==> src/rtl/pipe_hazard_ctrl.sv <==
`default_nettype none
// ============================================================================
// Module   : pipe_hazard_ctrl
// Brief    : Stall/flush sequencer and iterative-divider controller for the
//            5-stage pipeline (PC, IF/ID, ID/EXE, EXE/MEM register banks).
// Revision : 1.0
// ============================================================================
module pipe_hazard_ctrl #(
    parameter int DIV_CYCLES = 33,
    parameter int CNT_W      = 6
) (
    input  logic        clk,
    input  logic        rst,
    input  logic [4:0]  id_rs,
    input  logic [4:0]  id_rt,
    input  logic        id_use_rs,
    input  logic        id_use_rt,
    input  logic        ex_load,
    input  logic        ex_wreg,
    input  logic [4:0]  ex_waddr,
    input  logic        ex_is_div,
    input  logic        ex_is_sign_div,
    input  logic        if_stall,
    input  logic        mem_stall,
    input  logic        exc_flush,
    output logic        pc_stall,
    output logic        if_id_stall,
    output logic        id_exe_stall,
    output logic        exe_mem_stall,
    output logic        if_id_flush,
    output logic        id_exe_flush,
    output logic        exe_mem_flush,
    output logic        div_start,
    output logic        div_signed,
    output logic        div_done,
    output logic [31:0] stall_cycles
);

    typedef enum logic [1:0] {
        D_IDLE = 2'd0,
        D_RUN  = 2'd1,
        D_DONE = 2'd2
    } div_state_e;

    // Launch cycle counts as the first latency cycle, hence the -2 preload.
    localparam logic [CNT_W-1:0] C_CNT_LOAD = CNT_W'(DIV_CYCLES - 2);
    localparam logic [CNT_W-1:0] C_CNT_ONE  = {{(CNT_W-1){1'b0}}, 1'b1};

    div_state_e        state_q, state_d;
    logic [CNT_W-1:0]  cnt_q, cnt_d;
    logic [31:0]       stall_cycles_q, stall_cycles_d;

    logic w_div_start;
    logic w_div_done;
    logic w_div_busy;
    logic w_load_use;

    always_comb begin
        state_d     = state_q;
        cnt_d       = cnt_q;
        w_div_start = 1'b0;
        w_div_done  = 1'b0;
        case (state_q)
            D_IDLE: begin
                if (ex_is_div && !exc_flush) begin
                    w_div_start = 1'b1;
                    cnt_d       = C_CNT_LOAD;
                    state_d     = D_RUN;
                end
            end
            D_RUN: begin
                if (exc_flush) begin
                    state_d = D_IDLE;
                end else if (cnt_q == '0) begin
                    state_d = D_DONE;
                end else begin
                    cnt_d = cnt_q - C_CNT_ONE;
                end
            end
            D_DONE: begin
                w_div_done = 1'b1;
                if (!mem_stall) begin
                    state_d = D_IDLE;
                end
            end
            default: state_d = D_IDLE;
        endcase
    end

    assign w_div_busy = ex_is_div && (state_q != D_DONE);
    assign w_load_use = ex_load && ex_wreg && (ex_waddr != 5'd0) &&
                        ((id_use_rs && (id_rs == ex_waddr)) ||
                         (id_use_rt && (id_rt == ex_waddr)));

    always_comb begin
        pc_stall      = 1'b0;
        if_id_stall   = 1'b0;
        id_exe_stall  = 1'b0;
        exe_mem_stall = 1'b0;
        if_id_flush   = 1'b0;
        id_exe_flush  = 1'b0;
        exe_mem_flush = 1'b0;
        div_start     = 1'b0;
        div_signed    = 1'b0;
        div_done      = 1'b0;
        if (!rst) begin
            div_start  = w_div_start;
            div_signed = w_div_start && ex_is_sign_div;
            div_done   = w_div_done;
            if (exc_flush) begin
                if_id_flush   = 1'b1;
                id_exe_flush  = 1'b1;
                exe_mem_flush = 1'b1;
            end else if (mem_stall) begin
                pc_stall      = 1'b1;
                if_id_stall   = 1'b1;
                id_exe_stall  = 1'b1;
                exe_mem_stall = 1'b1;
            end else if (w_div_busy) begin
                pc_stall      = 1'b1;
                if_id_stall   = 1'b1;
                id_exe_stall  = 1'b1;
                exe_mem_flush = 1'b1;
            end else if (w_load_use) begin
                pc_stall      = 1'b1;
                if_id_stall   = 1'b1;
                id_exe_flush  = 1'b1;
            end else if (if_stall) begin
                pc_stall      = 1'b1;
                if_id_flush   = 1'b1;
            end
        end
    end

    assign stall_cycles_d = stall_cycles_q + {31'd0, pc_stall};
    assign stall_cycles   = stall_cycles_q;

    always_ff @(posedge clk) begin
        if (rst) begin
            state_q        <= D_IDLE;
            cnt_q          <= '0;
            stall_cycles_q <= '0;
        end else begin
            state_q        <= state_d;
            cnt_q          <= cnt_d;
            stall_cycles_q <= stall_cycles_d;
        end
    end

endmodule
`default_nettype wire
==> config.mk <==
export PLATFORM = sky130hd
export DESIGN_NAME = pipe_hazard_ctrl
export DESIGN_NICKNAME = d
export VERILOG_FILES = /design/src/rtl/pipe_hazard_ctrl.sv
export SDC_FILE = /design/constraint.sdc
export NUM_CORES = 1
export LEC_CHECK = 0
export ABC_AREA = 1
export BUFFER_PORTS_ARGS = -buffer_cell sky130_fd_sc_hd__buf_4
export CAP_MARGIN = 20
export CELL_PAD_IN_SITES_DETAIL_PLACEMENT = 0
export CELL_PAD_IN_SITES_GLOBAL_PLACEMENT = 1
export CORE_MARGIN = 3
export CORE_UTILIZATION = 30
export CTS_BUF_LIST = sky130_fd_sc_hd__clkbuf_8
export DETAILED_ROUTE_END_ITERATION = 8
export PLACE_DENSITY_LB_ADDON = 0.1
export SYNTH_ARGS = -nofsm -noshare
export SYNTH_HDL_FRONTEND = slang
export SYNTH_SLANG_ARGS = --single-unit
==> constraint.sdc <==
create_clock -name clk -period 1.84 [get_ports clk]
set_input_delay 0.092 -clock clk [delete_from_list [all_inputs] [get_ports clk]]
set_output_delay 0.092 -clock clk [all_outputs]
set_load 0.01 [all_outputs]
* After elaboration in Yosys (flattened, before gate mapping)
Cells that the tools add are included.
Operators by class: add/sub/neg operators 2, muxes and demuxes 45, reductions and logical operators 16, equal/unequal tests 10
Operators with widths (count):
- 2-to-1 mux 1 bit | 36
- adder 32 x 1 -> 32 bit | 1
- 2-to-1 mux 6 bit | 3
- one-hot mux 6 bit (2 select lines) | 1
- == test 5 bit | 2
- inequality test 2 bit (second input constant) | 5
- logical AND 1 bit | 8
- 2-to-1 mux 2 bit | 4
- zero test 6 bit | 1
- one-hot mux 2 bit (3 select lines) | 1
- subtractor 6 x 1 -> 6 bit (second input constant) | 1
- nonzero test 5 bit | 1
- AND reduction 4 bit | 1
- inequality test 3 bit (second input constant) | 1
- AND reduction 3 bit | 1
- == test 2 x 1 -> 1 bit (second input constant) | 1
- == test 2 bit (second input constant) | 1
- zero test 2 bit | 1
- nonzero test 2 bit | 1
- zero test 1 bit | 1
- logical OR 1 bit | 1
Word-level totals: bits in registers 40, bits of input ports 26

* Longest topological paths before layout
Gate-level depths: netlist of run 1.
depth in word-level cells 10, gate-level depth with buffers 18, gate-level depth less buffers 18

* Worst setup path after synthesis of run 1
Ideal clock, no wire load.
kind reg2reg, start point register state_q[0], end point register stall_cycles_q[30] (netlist: stall_cycles[30]), library setup time 71 ps, period minus slack after synthesis 2148 ps, buffers on the path 0, arrival 2077 ps, cell stages (with the launch flop) 16, setup slack -308 ps, cell sequence dfxtp_1 > inv_1 > nand2_1 > nand2_1 > inv_1 > nor2_1 > a31oi_1 > ha_1 > ha_1 > nand2_1 > nor2_4 > nand2_1 > nor2_2 > nand2_1 > or2_0 > a21oi_1
Between the ends: word-level cells in the longest chain between the ends 7
RTL lines:
- start: declaration | RTL line 49 | div_state_e state_q, state_d;
- start signal: assignment | RTL line 144 | state_q <= state_d;
- inequality test 2 bit | RTL line 90 | assign w_div_busy = ex_is_div && (state_q != D_DONE);
- logical AND 1 bit | RTL line 90
- 2-to-1 mux 1 bit | RTL line 119 | end else if (w_div_busy) begin
- 2-to-1 mux 1 bit | RTL line 114 | end else if (mem_stall) begin
- 2-to-1 mux 1 bit | RTL line 110 | if (exc_flush) begin
- 2-to-1 mux 1 bit | RTL line 106 | if (!rst) begin
- named net pc_stall | RTL line 26 | output logic pc_stall,
- adder 32 x 1 -> 32 bit | RTL line 135 | assign stall_cycles_d = stall_cycles_q + {31'd0, pc_stall};
- end signal: assignment | RTL line 146 | stall_cycles_q <= stall_cycles_d;
- end: declaration | RTL line 51 | logic [31:0] stall_cycles_q, stall_cycles_d;
The timed path passes the listed nets, and every way through them passes these cells. A chain may end at the register's enable or synchronous reset.

* Worst setup path in the final report of run 1
start point register state_q[0], end point register stall_cycles_q[30] (netlist: stall_cycles[30])
Between the ends: word-level cells in the longest chain between the ends 7
RTL lines (RTL line):
- inequality test 2 bit | 90
- logical AND 1 bit | 90
- 2-to-1 mux 1 bit | 119
- 2-to-1 mux 1 bit | 114
- 2-to-1 mux 1 bit | 110
- 2-to-1 mux 1 bit | 106
- adder 32 x 1 -> 32 bit | 135
No other way between the ends.

==> implementation parameters, run 1 <==
Parameter                              Value

Run status
  Result of the run ... finished, violations left
  Failing checks ... setup timing

Finish
  Number of fillers in the final layout ... 868
  Area used by sequential logic in the layout ... about 800 µm²
  Area of all placed cells without fillers ... between 3000 and 4000 µm²
  Layout Area Growth over Synthesis ... 46.3%
  Fraction of layout cells with a size suffix above 1 ... 0.332
  Multi-input logic area ... approximately 1600 µm²
  Total Nets Final ... roughly 520
  Antenna diode count ... 0

Power
  Portion of total power attributed to the clock network ... 0.410
  PwrDens ... 538 nW/µm²
  Final total power ... 1.93 mW
  Highest ir drop seen on vdd ... 0.280 mV
  Psw ... roughly 0.46 mW
  Combinational group share of total power ... 0.128
  Proportion of power drawn by flip-flops and latches ... 0.462
  Switching power share of the total ... 0.236
  Static leakage ... 1.56 nW
  Int Pwr ... 1.48 mW

Clock network
  Clock Pin Slew Worst Setup and Hold Paths ... 0.08 ns
  Root buffer selected by CTS ... sky130_fd_sc_hd__clkbuf_8
  Inserted Clock Buffers ... 5
  Clk Latency, worst-skew pair ... just under 0.3 ns
  Hold Buf Count CTS ... 0
  Number of clock sinks seen by CTS ... 40
  Deepest clock path buffer count ... 2
  Htree depth ... 2
  Clock tree from TritonCTS ... built

Floorplan
  Area enclosed by the die boundary ... 9300 µm²
  Die Wd ... just under 100 µm
  Chip Height ... between 90 and 100 µm
  Number of core rows ... 32
  Total I/O pin count ... 68
  Core region area ... ~8000 µm²
  Initial core utilization ... 0.313

Routing
  Remaining DRCs ... 0
  Routed WL per cell ... 12.3 µm
  Count of nets left with antenna violations after detail routing ... 0
  Number of violations reported at the end of detailed-routing iteration 0 ... 93
  Via count of the routed design ... 2709
  Vias per cell ... ~4.5
  Total detailed-routing wirelength ... 7360 µm
  Count of TritonRoute iterations in the first routing pass ... 4

Timing
  Final number of setup-violating endpoints ... 23
  Headroom to the max-slew limit ... 0.717
  Top achievable clock speed ... 499 MHz
  Setup repair after global routing missed its margin ... true
  Largest clock skew in the final design ... ~0.013 ns
  Final Critical Period ... 2.00 ns
  Min setup slack post-route ... -0.164 ns
  Final-layout setup total negative slack ... -1.94 ns
  Final Hold Vio Count ... 0
  Share of the cycle needed by the critical path after routing ... 1.09
  Fin. max-slew vios ... 0
  Hold slack ... 0.176 ns
  Least-Margin Pin Slew ... 0.424 ns

Placed design
  Placed inst area ... 3260 µm²
  Placed wire-length estimate ... between 5000 and 6000 µm
  Final estimated routing congestion in global placement ... 0.804
  PortBufs ... 67

Yosys
  Synth Cell Area ... 2450 µm²
  Synth Warn # ... 0
  Post-Synthesis Mean Instance Area ... 6.21 µm²
  Part of the Yosys area used for sequential elements ... 0.326
  Flops & latches, synth ... 40
  Number of nets in the synthesized netlist ... 425
  Netlist cell types ... 25
  Cell count after synthesis ... ~400

Worst setup path
  Highest fanout seen on the critical path ... 4
  Largest stage delay on the critical path ... between 0.3 and 0.4 ns
  Worst Path Required ... 2.05 ns
  Cell type with the highest occurrence count on the critical path ... sky130_fd_sc_hd__nand2_2
  Worst path cell trace ... inv_2 -> nand2_2 -> nand2_2 -> inv_2 -> nor2_4 -> a31oi_4 -> ha_4 -> ha_4 -> nand2_4 -> nor2_4 -> nand2_2 -> nor2_2 -> nand2_1 -> or2_0 -> a21oi_1
  Crit path max-delay family ... simple AND/OR/NAND/NOR gates
  Arrival time reported for the critical path endpoint ... 2.22 ns
  Slowest CP cell ... sky130_fd_sc_hd__dfxtp_2
  Startpoint type of the worst setup path ... flip-flop
  Critical setup path kind ... reg -> reg
  Critical path capture point type ... flip-flop
  Worst path bufs/invs ... 2

GRT
  Met1 capacity usage during global routing ... 0.196
  Final global-route overflow total ... 0
  Global-route wire length before repair ... 11800 µm
  Layer with the highest usage ... met2
  Pin count of the biggest net entering global routing ... 38
  GR Layer Usage met2 ... 0.285
  Global Route Usage Sum ... 0.162
  Number of global-route vias before repair ... 2577
  Antenna violations before repair ... 0
  Met3 track demand over resource in global routing ... 0.0364

Min path
  Kind of path behind the tightest hold check ... in -> reg

Flow run
  Count of max-cap constraint violations ... 0
[worst register-to-register path, cell delays in order (launching register included)]
cell and delay (ns):
sky130_fd_sc_hd__dfxtp_2 0.34, sky130_fd_sc_hd__inv_2 0.03, sky130_fd_sc_hd__nand2_2 0.06, sky130_fd_sc_hd__nand2_2 0.05, sky130_fd_sc_hd__inv_2 0.07, sky130_fd_sc_hd__nor2_4 0.04, sky130_fd_sc_hd__a31oi_4 0.21, sky130_fd_sc_hd__ha_4 0.17
sky130_fd_sc_hd__ha_4 0.13, sky130_fd_sc_hd__nand2_4 0.06, sky130_fd_sc_hd__nor2_4 0.16, sky130_fd_sc_hd__nand2_2 0.12, sky130_fd_sc_hd__nor2_2 0.11, sky130_fd_sc_hd__nand2_1 0.07, sky130_fd_sc_hd__or2_0 0.20, sky130_fd_sc_hd__a21oi_1 0.11
[metal layers]
layer | vias to the layer above | part of all wire | wire (µm)
li1 | 1434 | - | -
met1 | 1196 | 0.44 | 3270
met2 | 69 | 0.48 | 3540
met3 | 10 | 0.052 | 379
met4 | 0 | 0.022 | 164
met5 | - | 0 | 0
[power by group through the flow]
stage / clock [mW] / combinational, mW / sequential (mW)
floorplan: 0 / 0.136 / 0.911
global placement: 0 / 0.243 / 0.911
detailed placement: 0 / 0.239 / 0.911
CTS: 0.821 / 0.247 / 0.892
global route: 0.852 / 0.287 / 0.894
finish: 0.792 / 0.248 / 0.892
[area by class of cell]
type	count	area share
sequential	40	0.224
clock inverter	1	0.00837
inverter	62	0.0656
timing repair buffer	95	0.205
tap	102	0.0356
clock buffer	7	0.0268
multi-input combinational	289	0.435
[layout by cell type (no fill, tap or decap), types with 8 or more instances in the layout]
cell                       n
sky130_fd_sc_hd__nand2_1  99
sky130_fd_sc_hd__buf_4    89
sky130_fd_sc_hd__nor2_1   53
sky130_fd_sc_hd__inv_1    49
sky130_fd_sc_hd__dfxtp_1  39
sky130_fd_sc_hd__a21oi_1  31
sky130_fd_sc_hd__nand2_2  15
sky130_fd_sc_hd__nand3_1  13
sky130_fd_sc_hd__inv_2    12
sky130_fd_sc_hd__nand4_1   9
sky130_fd_sc_hd__o21ai_0   8
[Yosys cell counts, drive strengths merged]
master | count | share of area
o21ai | 13 | 0.027
nand4 | 9 | 0.023
ha | 4 | 0.020
xor2 | 6 | 0.021
dfxtp | 40 | 0.33
nand3 | 14 | 0.029
nand2 | 116 | 0.18
clkbuf | 4 | 0.0061
nor3 | 11 | 0.042
a21oi | 33 | 0.069
o2111a | 1 | 0.0046
xnor2 | 2 | 0.0071
nand3b | 3 | 0.0092
inv | 62 | 0.095
or2 | 7 | 0.018
a31oi | 2 | 0.0051
nor2 | 67 | 0.11
a211oi | 1 | 0.0031
[per-stage QoR]
| step | instances | setup slack (ns) | utilization |
|---|---|---|---|
| floorplan | 395 | -0.105 | - |
| global placement | 578 | -0.254 | 0.416 |
| detailed placement | 578 | -0.305 | 0.416 |
| CTS | 591 | -0.133 | 0.444 |
| global route | 596 | -0.314 | 0.457 |
| finish | 596 | -0.164 | 0.457 |
[state kept, by name, summed over array words and instances, names as in the netlist]
register,cells
stall_cycles,32
cnt_q,6
state_q,2
[repair_timing]
action                     CTS  global route
gates resized for setup     18            24
setup endpoints to repair   25            28
setup buffers                5             6
pin swaps                   10            15
[logic make-up (layout without fill, tap and decap cells)]
| kind of cell | Yosys count | in the layout | synth area share |
|---|---|---|---|
| adders and majority gates | 4 | 4 | 0.0204 |
| DFF | 40 | 40 | 0.326 |
| buffers and inverters | 66 | 165 | 0.101 |
| AOI/OAI and AO/OA | 50 | 50 | 0.108 |
| and+or+nand+nor | 227 | 227 | 0.416 |
| xor gates and xnor gates | 8 | 8 | 0.0286 |
[path summary, 6_finish.rpt]
check / start / endpoint / slack (ns) / depth (start not counted)
min reg2reg: stall_cycles[31] / stall_cycles[31] / 0.49 / 2
max: state_q[0] / stall_cycles[30] / -0.16 / 15
min: ex_is_div / state_q[1] / 0.18 / 4
max reg2reg: state_q[0] / stall_cycles[30] / -0.16 / 15
(Power assumes the default switching activity.)
==> run 2, diff against run 1 <==
--- a/config.mk
+++ b/config.mk
@@ -5,7 +5,7 @@
 export SDC_FILE = /design/constraint.sdc
 export NUM_CORES = 1
 export LEC_CHECK = 0
-export ABC_AREA = 1
+export ABC_AREA = 0
 export BUFFER_PORTS_ARGS = -buffer_cell sky130_fd_sc_hd__buf_4
 export CAP_MARGIN = 20
 export CELL_PAD_IN_SITES_DETAIL_PLACEMENT = 0
==> implementation parameters, run 2 <==
Parameter                              Value

Run status
  Result of the run ... finished, violations left
  Failing checks ... setup timing

Min path
  Kind of path behind the tightest hold check ... in -> reg
  Hold EP ... state_q[1]
  Hold path cells ... 4 (unchanged)
  Startpoint of the tightest hold check path ... mem_stall

Timing
  Final Hold Vio Count ... 0 (unchanged)
  Hold slack ... 0.193 ns (+0.0172 ns)
  Final-layout setup total negative slack ... -5.20 ns (-3.26 ns)
  Least-Margin Pin Slew ... 0.506 ns (+0.0822 ns)
  Fin. max-slew vios ... 0 (unchanged)
  Largest clock skew in the final design ... 0.0108 ns (-0.00209 ns)
  Headroom to the max-slew limit ... 0.660 (-0.0574)
  Share of the cycle needed by the critical path after routing ... 1.16 (+0.0681)
  Setup repair after global routing missed its margin ... true
  Final Critical Period ... 2.13 ns (+0.125 ns)
  Final number of setup-violating endpoints ... 27 (+17%)
  Min setup slack post-route ... -0.289 ns (-0.125 ns)
  Top achievable clock speed ... 470 MHz (-5.9%)

GRT
  Global Route Usage Sum ... 0.137 (-0.0250)
  Number of global-route vias before repair ... 1966 (-24%)
  Antenna violations before repair ... 0 (unchanged)
  Pin count of the biggest net entering global routing ... 50 (+32%)
  Global-route wire length before repair ... 8550 µm (-27%)
  Final global-route overflow total ... 0 (unchanged)

Placed design
  Placed wire-length estimate ... 4020 µm (-30%)
  Placed inst area ... 2970 µm² (-9.0%)
  PortBufs ... 67 (unchanged)
  Final estimated routing congestion in global placement ... 0.731 (-9.1%)

Yosys
  Post-synthesis adder-cell area fraction ... 0.0242 (+0.00384)
  Library cell occupying the most area in the post-synthesis netlist ... sky130_fd_sc_hd__dfxtp_1
  Commonest cells in the synthesized netlist ... sky130_fd_sc_hd__dfxtp_1 (40), sky130_fd_sc_hd__nor2_1 (31), sky130_fd_sc_hd__xnor2_1 (22), sky130_fd_sc_hd__xor2_1 (16), sky130_fd_sc_hd__nand3_1 (14)
  Top cells by area in the synthesized netlist ... sky130_fd_sc_hd__dfxtp_1 (39%), sky130_fd_sc_hd__xnor2_1 (9.3%), sky130_fd_sc_hd__xor2_1 (6.8%), sky130_fd_sc_hd__nor2_1 (5.6%), sky130_fd_sc_hd__nand4_1 (3.6%)
  Library cell with the highest instance count after synthesis ... sky130_fd_sc_hd__dfxtp_1
  Synthesized-area fraction occupied by ao, oa, aoi and oai cells ... 0.0794 (-0.0287)
  Netlist cell types ... 42 (+68%)
  Synth Warn # ... 0 (unchanged)
  Post-synth ARST share ... 0 (unchanged)
  EDFF count, synth ... 0 (unchanged)
  Post-Synthesis Mean Instance Area ... 8.57 µm² (+38%)
  Flops & latches, synth ... 40 (unchanged)
  Synth Area in Simple Gates ... 0.308 (-0.107)
  Xor and xnor fraction of the mapped netlist area ... 0.161 (+0.133)
  Synth Cell Area ... 2060 µm² (-16%)
  Mux share of post-synthesis cell area ... 0 (unchanged)
  Part of the Yosys area used for sequential elements ... 0.388 (+0.0615)
  Main synth FF type ... sky130_fd_sc_hd__dfxtp_1
  Cell count after synthesis ... 241 (-39%)
  Main combinational cell family by area after synthesis ... simple AND/OR/NAND/NOR gates
  Number of nets in the synthesized netlist ... 271 (-36%)
  Proportion of netlist area held by the largest area contributor ... 0.388 (+0.0615)

Worst setup path
  Critical path capture point type ... flip-flop
  Reg2reg end ... stall_cycles[14]
  R2R Path Start ... state_q[0]
  Worst r2r path cells ... 10 (-5)
  Critical setup path kind ... in -> reg
  Arrival time reported for the critical path endpoint ... 2.36 ns (+0.14 ns)
  Worst Path Required ... 2.07 ns (+0.02 ns)
  Highest fanout seen on the critical path ... 13 (+9)
  Startpoint type of the worst setup path ... primary input
  Flop2flop setup slack ... -0.28 ns (-0.12 ns)

Routing
  Vias per cell ... 4.83 (+6.3%)
  Via count of the routed design ... 2015 (-26%)
  Routed WL per cell ... 12.4 µm (+0.79%)
  Count of TritonRoute iterations in the first routing pass ... 4 (unchanged)
  Total detailed-routing wirelength ... 5190 µm (-29%)
  Count of nets left with antenna violations after detail routing ... 0 (unchanged)
  Number of violations reported at the end of detailed-routing iteration 0 ... 35 (-62%)
  Remaining DRCs ... 0 (unchanged)

Power
  PwrDens ... 575 nW/µm² (+6.8%)
  Static leakage ... 1.37 nW (-12%)
  Final total power ... 1.83 mW (-5.1%)
  Highest ir drop seen on vdd ... 0.322 mV (+15%)

Clock network
  Htree depth ... 2 (unchanged)
  Number of clock sinks seen by CTS ... 40 (unchanged)
  Hold Buf Count CTS ... 0 (unchanged)
  Clock Pin Slew Worst Setup and Hold Paths ... 0.09 ns (about the same)
  Clk Latency, worst-skew pair ... 0.29 ns (about the same)
  Clock tree from TritonCTS ... built
  Root buffer selected by CTS ... sky130_fd_sc_hd__clkbuf_8
  Inserted Clock Buffers ... 5 (unchanged)
  Deepest clock path buffer count ... 2 (unchanged)

Floorplan
  Number of core rows ... 29 (-9.4%)
  Total I/O pin count ... 68 (unchanged)
  Area enclosed by the die boundary ... 7910 µm² (-15%)
  Chip Height ... 89.0 µm (-7.8%)
  Initial core utilization ... 0.318 (+0.00520)
  Core region area ... 6490 µm² (-17%)
  Die Wd ... 89.0 µm (-7.8%)

Finish
  Area of all placed cells without fillers ... 3190 µm² (-11%)
  Largest register FFs ... 32 (unchanged)
  Layout Area Growth over Synthesis ... 54.5%
  Antenna diode count ... 0 (unchanged)
  Total Nets Final ... 369 (-29%)
  Fraction of layout cells with a size suffix above 1 ... 0.438 (+0.106)
  Commonest cells after routing, fill and taps aside ... sky130_fd_sc_hd__buf_4 (94), sky130_fd_sc_hd__dfxtp_1 (38), sky130_fd_sc_hd__nor2_1 (31)
  Most common cell after layout, fill and taps aside ... sky130_fd_sc_hd__buf_4

Flow run
  Count of max-cap constraint violations ... 0 (unchanged)
run 2: cell count changes after synthesis, moves of 4 or more:
cell | before | now
sky130_fd_sc_hd__xor2_1 | 6 | 16
sky130_fd_sc_hd__inv_1 | 55 | 9
sky130_fd_sc_hd__or2_0 | 7 | 0
sky130_fd_sc_hd__a21oi_1 | 32 | 10
sky130_fd_sc_hd__or3_1 | 0 | 4
sky130_fd_sc_hd__xnor2_1 | 2 | 22
sky130_fd_sc_hd__nor3_1 | 4 | 11
sky130_fd_sc_hd__and3_1 | 0 | 5
sky130_fd_sc_hd__nor2_2 | 5 | 0
sky130_fd_sc_hd__nor2_1 | 60 | 31
sky130_fd_sc_hd__o21ai_0 | 13 | 4
sky130_fd_sc_hd__inv_2 | 7 | 0
sky130_fd_sc_hd__nand2_1 | 112 | 11
run 2: worst max path at each step:
stage / from / endpoint / slack [ns] / cells after the start
after floorplan: ex_waddr[0] / stall_cycles[15] / -0.46 / 12
final: ex_waddr[4] / stall_cycles[14] / -0.29 / 13
after CTS: state_q[0] / stall_cycles[16] / -0.31 / 10
after detailed placement: ex_waddr[1] / stall_cycles[16] / -0.60 / 13
after global placement: ex_waddr[4] / stall_cycles[27] / -0.59 / 12
after global routing: state_q[0] / stall_cycles[27] / -0.40 / 10
run 2: cell families after synthesis:
kind of cell               after synthesis
and+or+nand+nor                        114
DFF                                     40
xor gates and xnor gates                38
buffers and inverters                   19
adders and majority gates                4
AOI/OAI and AO/OA                       26
run 2: metrics by stage:
step                       util  std cells  setup slack (ns)
after floorplan               -        241            -0.459
final                     0.491        417            -0.289
after CTS                 0.486        417            -0.311
after global routing      0.491        417            -0.404
after global placement    0.457        407            -0.588
after detailed placement  0.457        407            -0.597
run 2: layout make-up:
cell class                 count  area, µm²
clock buffer                   5       68.8
clock inverter                 3       42.5
fill                         660       3310
inverter                       9       33.8
multi-input combinational    182       1350
sequential                    40        803
tap                           77       96.3
timing repair buffer         101        793
run 2: per-layer routing:
layer | global-route usage | routed length [µm] | vias up
li1 | - | - | 1042
met1 | 0.170 | 2350 | 918
met2 | 0.224 | 2420 | 51
met3 | 0.0452 | 343 | 4
met4 | 0.0487 | 76 | 0
met5 | 0 | 0 | -
run 2: power breakdown:
part,internal [mW],leakage [nW],switching (mW)
Sequential,0.880,0.324,0.0145
Combinational,0.120,0.991,0.104
Clock,0.401,0.0541,0.313
run 2: worst max-delay path, stage by stage:
cell and delay, ns:
sky130_fd_sc_hd__buf_4 0.13, sky130_fd_sc_hd__xnor2_2 0.13, sky130_fd_sc_hd__nand4_1 0.13, sky130_fd_sc_hd__o22ai_2 0.20, sky130_fd_sc_hd__a21oi_2 0.09, sky130_fd_sc_hd__a211oi_2 0.27, sky130_fd_sc_hd__ha_2 0.25, sky130_fd_sc_hd__ha_4 0.13
sky130_fd_sc_hd__and3_4 0.17, sky130_fd_sc_hd__nand4_1 0.14, sky130_fd_sc_hd__buf_12 0.20, sky130_fd_sc_hd__or3_1 0.30, sky130_fd_sc_hd__a21oi_1 0.12
run 2: timing repair:
| item | 4_1_cts | 5_1_grt |
|---|---|---|
| gates resized for setup | 18 | 6 |
| pin swaps | 17 | 8 |
| endpoints found under the setup margin | 28 | 30 |
| buffers inserted | 2 | 0 |
